===== src/rtl/data_mem_responder_if.sv =====
// data_mem_responder_if: control-unit/DR request and response bundle for the data memory
interface data_mem_responder_if #(parameter int reg_width = 12, parameter int addr_width = 8);
   logic                  mem_read;
   logic                  mem_write;
   logic [addr_width-1:0] addr;
   logic [reg_width-1:0]  DR_datain;
   logic [reg_width-1:0]  DM_dataout;
   logic                  busy;
   logic                  rd_valid;
   logic                  wr_done;
   logic                  err;
   modport master (output mem_read, mem_write, addr, DR_datain,
                   input DM_dataout, busy, rd_valid, wr_done, err);
   modport slave  (input mem_read, mem_write, addr, DR_datain,
                   output DM_dataout, busy, rd_valid, wr_done, err);
endinterface


===== src/rtl/data_mem_responder.sv =====
// data_mem_responder: data RAM answering read/write strobes with fixed-latency reads and done pulses
module data_mem_responder #(
   parameter int reg_width  = 12,
   parameter int addr_width = 8,
   parameter int rd_latency = 2
) (
   input logic clk,
   input logic reset,
   data_mem_responder_if.slave bus
);
   typedef enum logic [1:0] {IDLE, READ, WRITE} state_t;
   localparam logic [3:0] lat_m1 = 4'(rd_latency - 1);
   state_t                state_q, state_d;
   logic [3:0]            cnt_q, cnt_d;
   logic [addr_width-1:0] addr_q, addr_d;
   logic [reg_width-1:0]  data_q, data_d, dout_q, dout_d;
   logic                  busy_q, busy_d, rd_valid_q, rd_valid_d, wr_done_q, wr_done_d, err_q, err_d;
   logic [reg_width-1:0]  mem [2**addr_width];
   always_comb begin
      state_d    = state_q;
      cnt_d      = cnt_q;
      addr_d     = addr_q;
      data_d     = data_q;
      dout_d     = dout_q;
      err_d      = err_q;
      rd_valid_d = 1'b0;
      wr_done_d  = 1'b0;
      case (state_q)
         IDLE:
            if (bus.mem_read && bus.mem_write) err_d = 1'b1;
            else if (bus.mem_read) begin
               state_d = READ;
               addr_d  = bus.addr;
               cnt_d   = lat_m1;
            end else if (bus.mem_write) begin
               state_d = WRITE;
               addr_d  = bus.addr;
               data_d  = bus.DR_datain;
            end
         READ:
            if (cnt_q != 4'd0) cnt_d = cnt_q - 4'd1;
            else begin
               dout_d     = mem[addr_q];
               rd_valid_d = 1'b1;
               state_d    = IDLE;
            end
         WRITE: begin
            wr_done_d = 1'b1;
            state_d   = IDLE;
         end
         default: state_d = IDLE;
      endcase
      busy_d = state_d != IDLE;
   end
   always_ff @(posedge clk or negedge reset)
      if (!reset) begin
         state_q    <= IDLE;
         cnt_q      <= '0;
         addr_q     <= '0;
         data_q     <= '0;
         dout_q     <= '0;
         busy_q     <= 1'b0;
         rd_valid_q <= 1'b0;
         wr_done_q  <= 1'b0;
         err_q      <= 1'b0;
      end else begin
         state_q    <= state_d;
         cnt_q      <= cnt_d;
         addr_q     <= addr_d;
         data_q     <= data_d;
         dout_q     <= dout_d;
         busy_q     <= busy_d;
         rd_valid_q <= rd_valid_d;
         wr_done_q  <= wr_done_d;
         err_q      <= err_d;
      end
   // RAM has no reset; an aborted write never reaches here because reset forces IDLE at once
   always_ff @(posedge clk)
      if (state_q == WRITE) mem[addr_q] <= data_q;
   assign bus.DM_dataout = dout_q;
   assign bus.busy       = busy_q;
   assign bus.rd_valid   = rd_valid_q;
   assign bus.wr_done    = wr_done_q;
   assign bus.err        = err_q;
endmodule


===== src/flat_wrapper.sv =====
// flat-port wrapper written by rule: the top's interface ports become plain ports
module data_mem_responder_flat 
#(
   parameter int reg_width  = 12,
   parameter int addr_width = 8,
   parameter int rd_latency = 2
)
  (clk, reset, bus_mem_read, bus_mem_write, bus_addr, bus_DR_datain, bus_DM_dataout, bus_busy, bus_rd_valid, bus_wr_done, bus_err);
  data_mem_responder_if #(.reg_width(reg_width), .addr_width(addr_width)) bus_i ();
  input logic clk;
  input logic reset;
  input wire logic [$bits(bus_i.mem_read)-1:0] bus_mem_read;
  input wire logic [$bits(bus_i.mem_write)-1:0] bus_mem_write;
  input wire logic [$bits(bus_i.addr)-1:0] bus_addr;
  input wire logic [$bits(bus_i.DR_datain)-1:0] bus_DR_datain;
  output wire logic [$bits(bus_i.DM_dataout)-1:0] bus_DM_dataout;
  output wire logic [$bits(bus_i.busy)-1:0] bus_busy;
  output wire logic [$bits(bus_i.rd_valid)-1:0] bus_rd_valid;
  output wire logic [$bits(bus_i.wr_done)-1:0] bus_wr_done;
  output wire logic [$bits(bus_i.err)-1:0] bus_err;
  assign bus_i.mem_read = bus_mem_read;
  assign bus_i.mem_write = bus_mem_write;
  assign bus_i.addr = bus_addr;
  assign bus_i.DR_datain = bus_DR_datain;
  assign bus_DM_dataout = bus_i.DM_dataout;
  assign bus_busy = bus_i.busy;
  assign bus_rd_valid = bus_i.rd_valid;
  assign bus_wr_done = bus_i.wr_done;
  assign bus_err = bus_i.err;
  data_mem_responder #(.reg_width(reg_width), .addr_width(addr_width), .rd_latency(rd_latency)) u_core (.clk(clk), .reset(reset), .bus(bus_i));
endmodule

===== config.mk =====
export PLATFORM = sky130hd
export DESIGN_NAME = data_mem_responder_flat
export DESIGN_NICKNAME = d
export VERILOG_FILES = /design/src/rtl/data_mem_responder_if.sv /design/src/rtl/data_mem_responder.sv /design/src/flat_wrapper.sv
export SDC_FILE = /design/constraint.sdc
export NUM_CORES = 2
export LEC_CHECK = 0
export BUFFER_PORTS_ARGS = -buffer_cell sky130_fd_sc_hd__buf_4
export CORE_ASPECT_RATIO = 1.2
export CORE_MARGIN = 4
export CORE_UTILIZATION = 60
export DETAILED_ROUTE_END_ITERATION = 12
export GPL_ROUTABILITY_DRIVEN = 0
export PLACE_DENSITY_LB_ADDON = 0.05
export SLEW_MARGIN = 0
export SYNTH_ARGS = -nofsm -noshare
export SYNTH_HDL_FRONTEND = slang
export SYNTH_SLANG_ARGS = --single-unit

===== constraint.sdc =====
create_clock -name clk -period 7.5 [get_ports clk]
set_clock_uncertainty 0.05 [all_clocks]
set_input_delay 0.75 -clock clk [delete_from_list [all_inputs] [get_ports clk]]
set_output_delay 0.75 -clock clk [all_outputs]
set_load 0.02 [all_outputs]

======== Word-level counts from Yosys, hierarchy flattened ========
Memory sizes are Yosys's and may differ from the RTL's. A register that Yosys moved wholly into a read port is not among the register bits.
Cells that the tools add are included.
operators by class
  $add $sub $neg .......................... 1
  equality and inequality tests ........... 5
  mux-type cells .......................... 15
  bitwise gates (word level) .............. 3
  reductions and logical operators ........ 12
operators with widths
  operator                                                            count
  8-bit two-way mux                                                   2
  4-bit two-way mux                                                   3
  2-bit two-way mux                                                   4
  4-bit one-hot mux with 2 select lines                               1
  4-bit AND reduction                                                 2
  2-bit nonzero test                                                  3
  1-bit two-way mux                                                   4
  2-bit != test, second input constant                                2
  2-bit one-hot mux with 2 select lines                               1
  2-bit AND reduction                                                 2
  4-bit nonzero test                                                  1
  4-bit by 1-bit subtractor with 4-bit output, second input constant  1
  1-bit inverter                                                      3
  3-bit AND reduction                                                 1
  2-bit by 1-bit == test with 1-bit output, second input constant     1
  2-bit == test, second input constant                                1
  2-bit zero test                                                     1
  2-bit by 1-bit != test with 1-bit output, second input constant     1
  1-bit logical AND                                                   1
  1-bit zero test                                                     1
storage, ports and cells
  register bits after elaboration ......... 30
  memory bits (writable) .................. 3072
  input bits .............................. 24
  output and inout port bits .............. 16
  word-level logic and storage cells ...... 45
  memories kept ........................... 1
memory list
  memory      depth  bits a word  read ports  clocked after memory_dff  write ports  line                      RTL
  u_core.mem  256    12           1           1                         1            data_mem_responder.sv:18  logic [reg_width-1:0] mem [2**addr_width];

======== Longest topological paths before layout ========
  word-level depth ........................ 5
  depth in mapped cells ................... 13
  gate-level depth less buffers ........... 10

======== Worst setup path after synthesis ========
Ideal clock, no wire load.
  kind .................................... register -> register
  from .................................... reg u_core.data_q[0]
  to ...................................... mem u_core.mem[0][0], data pin
  setup time .............................. 804 ps
  arrival time ............................ 3183 ps
  required time ........................... 6646 ps
  slack ................................... 3463 ps
  cell stages (with the launch flop) ...... 1
  path buffers ............................ 0
  clock period less this slack ............ 4037 ps
  path through ............................ dfrtp_1
RTL lines
  what                    line                      RTL
  from (decl)             data_mem_responder.sv:16  logic [reg_width-1:0] data_q, data_d, dout_q, dout_d;
  from (signal assigned)  data_mem_responder.sv:70  data_q <= data_d;
  to (decl)               data_mem_responder.sv:18
Straight into the memory's write port.

==> metrics.txt <==
# TYPE chip_impl_metric gauge
chip_impl_metric{name="clock_pin_transition_on_the_worst_setup_and_hold_timing_paths",unit="ps"} 60
chip_impl_metric{name="max_freq",unit="GHz"} 0.205
chip_impl_metric{name="drv_slew",unit=""} 0
chip_impl_metric{name="yosys_warnings",unit=""} 0
chip_impl_metric{name="layout-area-overhead-vs-synth",unit="%"} 11.8
chip_impl_metric{name="dp_hpwl",unit="mm"} 198
chip_impl_metric{name="vertical_die_dimension",unit="um"} 499
chip_impl_metric{name="timing.critical_path.fanout_max",unit=""} 40
chip_impl_info{name="run_status",value="finished clean"} 1
chip_impl_info{name="synth.area.top_cells",value="edfxtp_1 76%, mux4_2 14%, mux2i_1 1.9%"} 1
chip_impl_metric{name="r2r_cell_count",unit=""} 9
chip_impl_metric{name="route.vias.total",unit=""} 61134
chip_impl_info{name="min-delay-path-class",value="in -> reg"} 1
chip_impl_metric{name="layout.filler_cells",unit=""} 12742
chip_impl_metric{name="netlist_area",unit="mm^2"} 0.121
chip_impl_info{name="worst_r2r_startpoint",value="u_core.addr_q[0]"} 1
chip_impl_metric{name="insertion_delay",unit="ps"} 960
chip_impl_metric{name="layout_worst_path_cycle_share",unit="%"} 65.0
chip_impl_metric{name="timing.critical_path.required",unit="ps"} 8240
chip_impl_metric{name="nNetsFinal",unit=""} 6084
chip_impl_metric{name="vias_in_the_first_global_route",unit=""} 60890
chip_impl_metric{name="detail_route.iter0.violations",unit=""} 9085
chip_impl_metric{name="floorplan.die.width",unit="um"} 417
chip_impl_metric{name="final_setup_violations",unit=""} 0
chip_impl_info{name="root_buffer",value="clkbuf_16"} 1
chip_impl_info{name="hold_path.startpoint",value="bus_addr[0]"} 1
chip_impl_metric{name="syn_area_per_cell",unit="um^2"} 21.3
chip_impl_metric{name="core_area",unit="mm^2"} 0.200
chip_impl_metric{name="setup_ws",unit="ps"} 2630
chip_impl_info{name="ys_dominant_reg_cell",value="edfxtp_1"} 1
chip_impl_metric{name="multi_input_area",unit="mm^2"} 0.0256
chip_impl_metric{name="design.die.area",unit="mm^2"} 0.208
chip_impl_metric{name="port_buffers",unit=""} 39
chip_impl_info{name="synth_top_area_cell",value="edfxtp_1"} 1
chip_impl_info{name="slowest_stage",value="a211oi_1"} 1
chip_impl_info{name="unrepaired_setup_endpoints_after_global_routing",value="false"} 1
chip_impl_metric{name="post-cts-setup-buffers",unit=""} 0
chip_impl_metric{name="tightest_slew",unit="ps"} 1470
chip_impl_info{name="worst_setup_path_endpoint",value="u_core.bus.DM_dataout[11]"} 1
chip_impl_metric{name="yosysUniqueCellTypes",unit=""} 77
chip_impl_metric{name="async_flop_share",unit="%"} 1.35
chip_impl_metric{name="routed_wire_length_per_instance",unit="um"} 37.1
chip_impl_metric{name="drt.antenna.violating_nets",unit=""} 0
chip_impl_metric{name="numClockSinks",unit=""} 3114
chip_impl_metric{name="synth_seq_cells",unit=""} 3114
chip_impl_metric{name="clock_path_buffers",unit=""} 4
chip_impl_metric{name="final_hold_violations",unit=""} 0
chip_impl_metric{name="via_per_inst",unit=""} 6.86
chip_impl_metric{name="maximum_number_of_pins_on_one_net_before_global_route_repair",unit=""} 193
chip_impl_metric{name="global_route.overflow_total",unit=""} 0
chip_impl_metric{name="number_of_h_tree_levels",unit=""} 5
chip_impl_metric{name="p_leak",unit="nW"} 42.9
chip_impl_info{name="crit_path_class",value="reg -> reg"} 1
chip_impl_metric{name="tritoncts.num_buffers",unit=""} 308
chip_impl_metric{name="critPathMaxStageDelay",unit="ps"} 860
chip_impl_metric{name="gr-usage-all-layers",unit="%"} 32.1
chip_impl_metric{name="fraction_of_post_synthesis_cell_area_in_the_top_cell_type_by_area",unit="%"} 76.5
chip_impl_info{name="critical_path.startpoint",value="u_core.addr_q[0]"} 1
chip_impl_metric{name="initial_core_util",unit="%"} 60.2
chip_impl_metric{name="drive_above_1_share",unit="%"} 25.8
chip_impl_metric{name="number_of_cell_rows",unit=""} 180
chip_impl_metric{name="num_io_pins",unit=""} 40
chip_impl_metric{name="post-place-ws",unit="ps"} 2390
chip_impl_info{name="yosys.cell_count.top_type",value="edfxtp_1"} 1
chip_impl_metric{name="grt_first_pass_wirelength",unit="mm"} 467
chip_impl_info{name="yosys-top-cells-count",value="3072 x edfxtp_1, 725 x mux4_2, 327 x nand2_1"} 1
chip_impl_metric{name="detail_route.first_pass.iterations",unit=""} 6
chip_impl_metric{name="crit_arrival",unit="ps"} 5610
chip_impl_metric{name="slew_headroom",unit="%"} 1.78
chip_impl_metric{name="timing.max_cap.violations",unit=""} 0
chip_impl_metric{name="hold-worst-slack",unit="ps"} 47.5
chip_impl_metric{name="routed_wirelength",unit="mm"} 330
chip_impl_metric{name="synth_sequential_area_ratio",unit="%"} 77.4
chip_impl_metric{name="number_of_antenna_violations_at_the_first_check_in_global_routing",unit=""} 13
chip_impl_metric{name="residual_drc",unit=""} 0
chip_impl_metric{name="setup_tns",unit="ps"} 0
chip_impl_info{name="critPathMostFrequentCell",value="buf_4"} 1
chip_impl_info{name="worstPathCellList",value="buf_4 > buf_4 > mux4_2 > mux2i_1 > a32oi_1 > nand3_1 > o21ai_0 > a211oi_1 > o22ai_1"} 1
chip_impl_metric{name="ir_drop",unit="mV"} 0.362
chip_impl_info{name="worst_setup_path_end_kind",value="flip-flop"} 1
chip_impl_metric{name="reg2reg_slack",unit="ps"} 2630
chip_impl_info{name="r2r-end",value="u_core.bus.DM_dataout[11]"} 1
chip_impl_metric{name="postSynthCellCount",unit=""} 5672
chip_impl_metric{name="power_density",unit="mW/mm^2"} 389
chip_impl_metric{name="synthesis.nets",unit=""} 5698
chip_impl_metric{name="synth-edff-count",unit=""} 3072
chip_impl_metric{name="final_worst_path_period_need",unit="ps"} 4870
chip_impl_info{name="tritoncts",value="built"} 1
chip_impl_metric{name="seq_area",unit="mm^2"} 0.0934
chip_impl_info{name="worst_setup_path_start_kind",value="flip-flop"} 1
-- area by class of cell --
type | count | share of cell area, %
antenna | 2 | 0.00371
clock inverter | 133 | 0.639
clock buffer | 393 | 6.11
sequential | 3114 | 69.2
multi-input combinational | 2205 | 19.0
inverter | 8 | 0.0297
timing repair buffer | 421 | 2.56
tap | 2639 | 2.45
-- state kept, by name, summed over array words and instances (netlist names) --
name / count
u_core.addr_q: 8
u_core.bus.DM_dataout: 12
u_core.bus.busy: 1
u_core.bus.err: 1
u_core.bus.rd_valid: 1
u_core.bus.wr_done: 1
u_core.cnt_q: 4
u_core.data_q: 12
u_core.mem: 3072
u_core.state_q: 2
-- layer usage --
layer / vias up / track usage (%) / wire (um)
met5: - / 0 / 55
met4: 8 / 14.2 / 17100
met3: 680 / 7.16 / 33900
met2: 3622 / 49.6 / 157000
met1: 32436 / 44.9 / 122000
li1: 24388 / - / -
-- report_power, final --
part	total [mW]	leakage (nW)	internal, mW	switching, mW
clock network	14.3	4.45	8.09	6.20
logic	15.5	10.1	5.11	10.4
registers	22.7	28.3	21.8	0.871
total	52.5	42.9	35.0	17.5
-- what timing repair did --
action,CTS,global route
hold buffers,19,0
resized for setup,0,0
hold endpoints to repair,60,0
-- cells in the final DEF (no fill, tap or decap), types with 10 or more instances in the layout --
cell and n:
dfrtp_1 22, nand3_1 69, nor2b_1 16, a21oi_1 69, clkbuf_1 72, buf_4 380
nor3_1 13, clkinv_2 43, a211oi_1 25, edfxtp_1 3072, mux4_2 725, a221oi_1 13
dfrtp_4 16, a22oi_1 54, and3_1 10, nor2_1 270, mux2_2 16, buf_12 20
a32oi_1 66, o21ai_0 36, o22ai_1 34, a31oi_1 22, clkbuf_16 315, bufinv_16 11
nand4_1 15, dlygate4sd3_1 19, nor3_2 48, mux2i_1 225, nand2_1 327, clkinv_1 75
-- per-stage QoR --
step                      cell area (um^2)  utilization (%)  power (mW)  std cells
final                               135000             67.4        52.5       8915
after global routing                135000             67.4        54.0       8914
after CTS                           135000             67.4        52.6       8910
after detailed placement            126000             62.7        38.4       8365
after global placement              126000             62.7        38.2       8365
after floorplan                     121000                -        32.5       5672
-- cell families (layout without fill, tap and decap cells) --
| kind of cell | Yosys count | count (layout) | synth area share [%] |
|---|---|---|---|
| multiplexers | 966 | 966 | 15.6 |
| AND/OR/NAND/NOR | 836 | 836 | 3.03 |
| flip-flops | 3114 | 3114 | 77.4 |
| XOR/XNOR | 1 | 1 | 0.00726 |
| adder cells (fa/ha/maj) | 2 | 2 | 0.0207 |
| AO/OA/AOI/OAI | 400 | 400 | 2.37 |
| other | 0 | 2 | 0 |
| buffers and inverters | 353 | 955 | 1.67 |
-- worst min-delay path by stage --
stage,to,slack [ps],cells past startpoint
global placement,u_core.bus.err,400,1
floorplan,u_core.addr_q[0],400,0
global route,u_core.addr_q[0],50,3
detailed placement,u_core.bus.err,400,1
CTS,u_core.addr_q[0],0.1,3
finish,u_core.addr_q[0],50,3
-- critical path: cells and delay by family, from the launching register on --
family,cells,cell delay (ps)
buffers and inverters,2,1400
AOI/OAI and AO/OA,4,1280
muxes,2,860
DFF,1,640
and+or+nand+nor,1,390
Note: power is estimated with default switching activity, not from simulation.
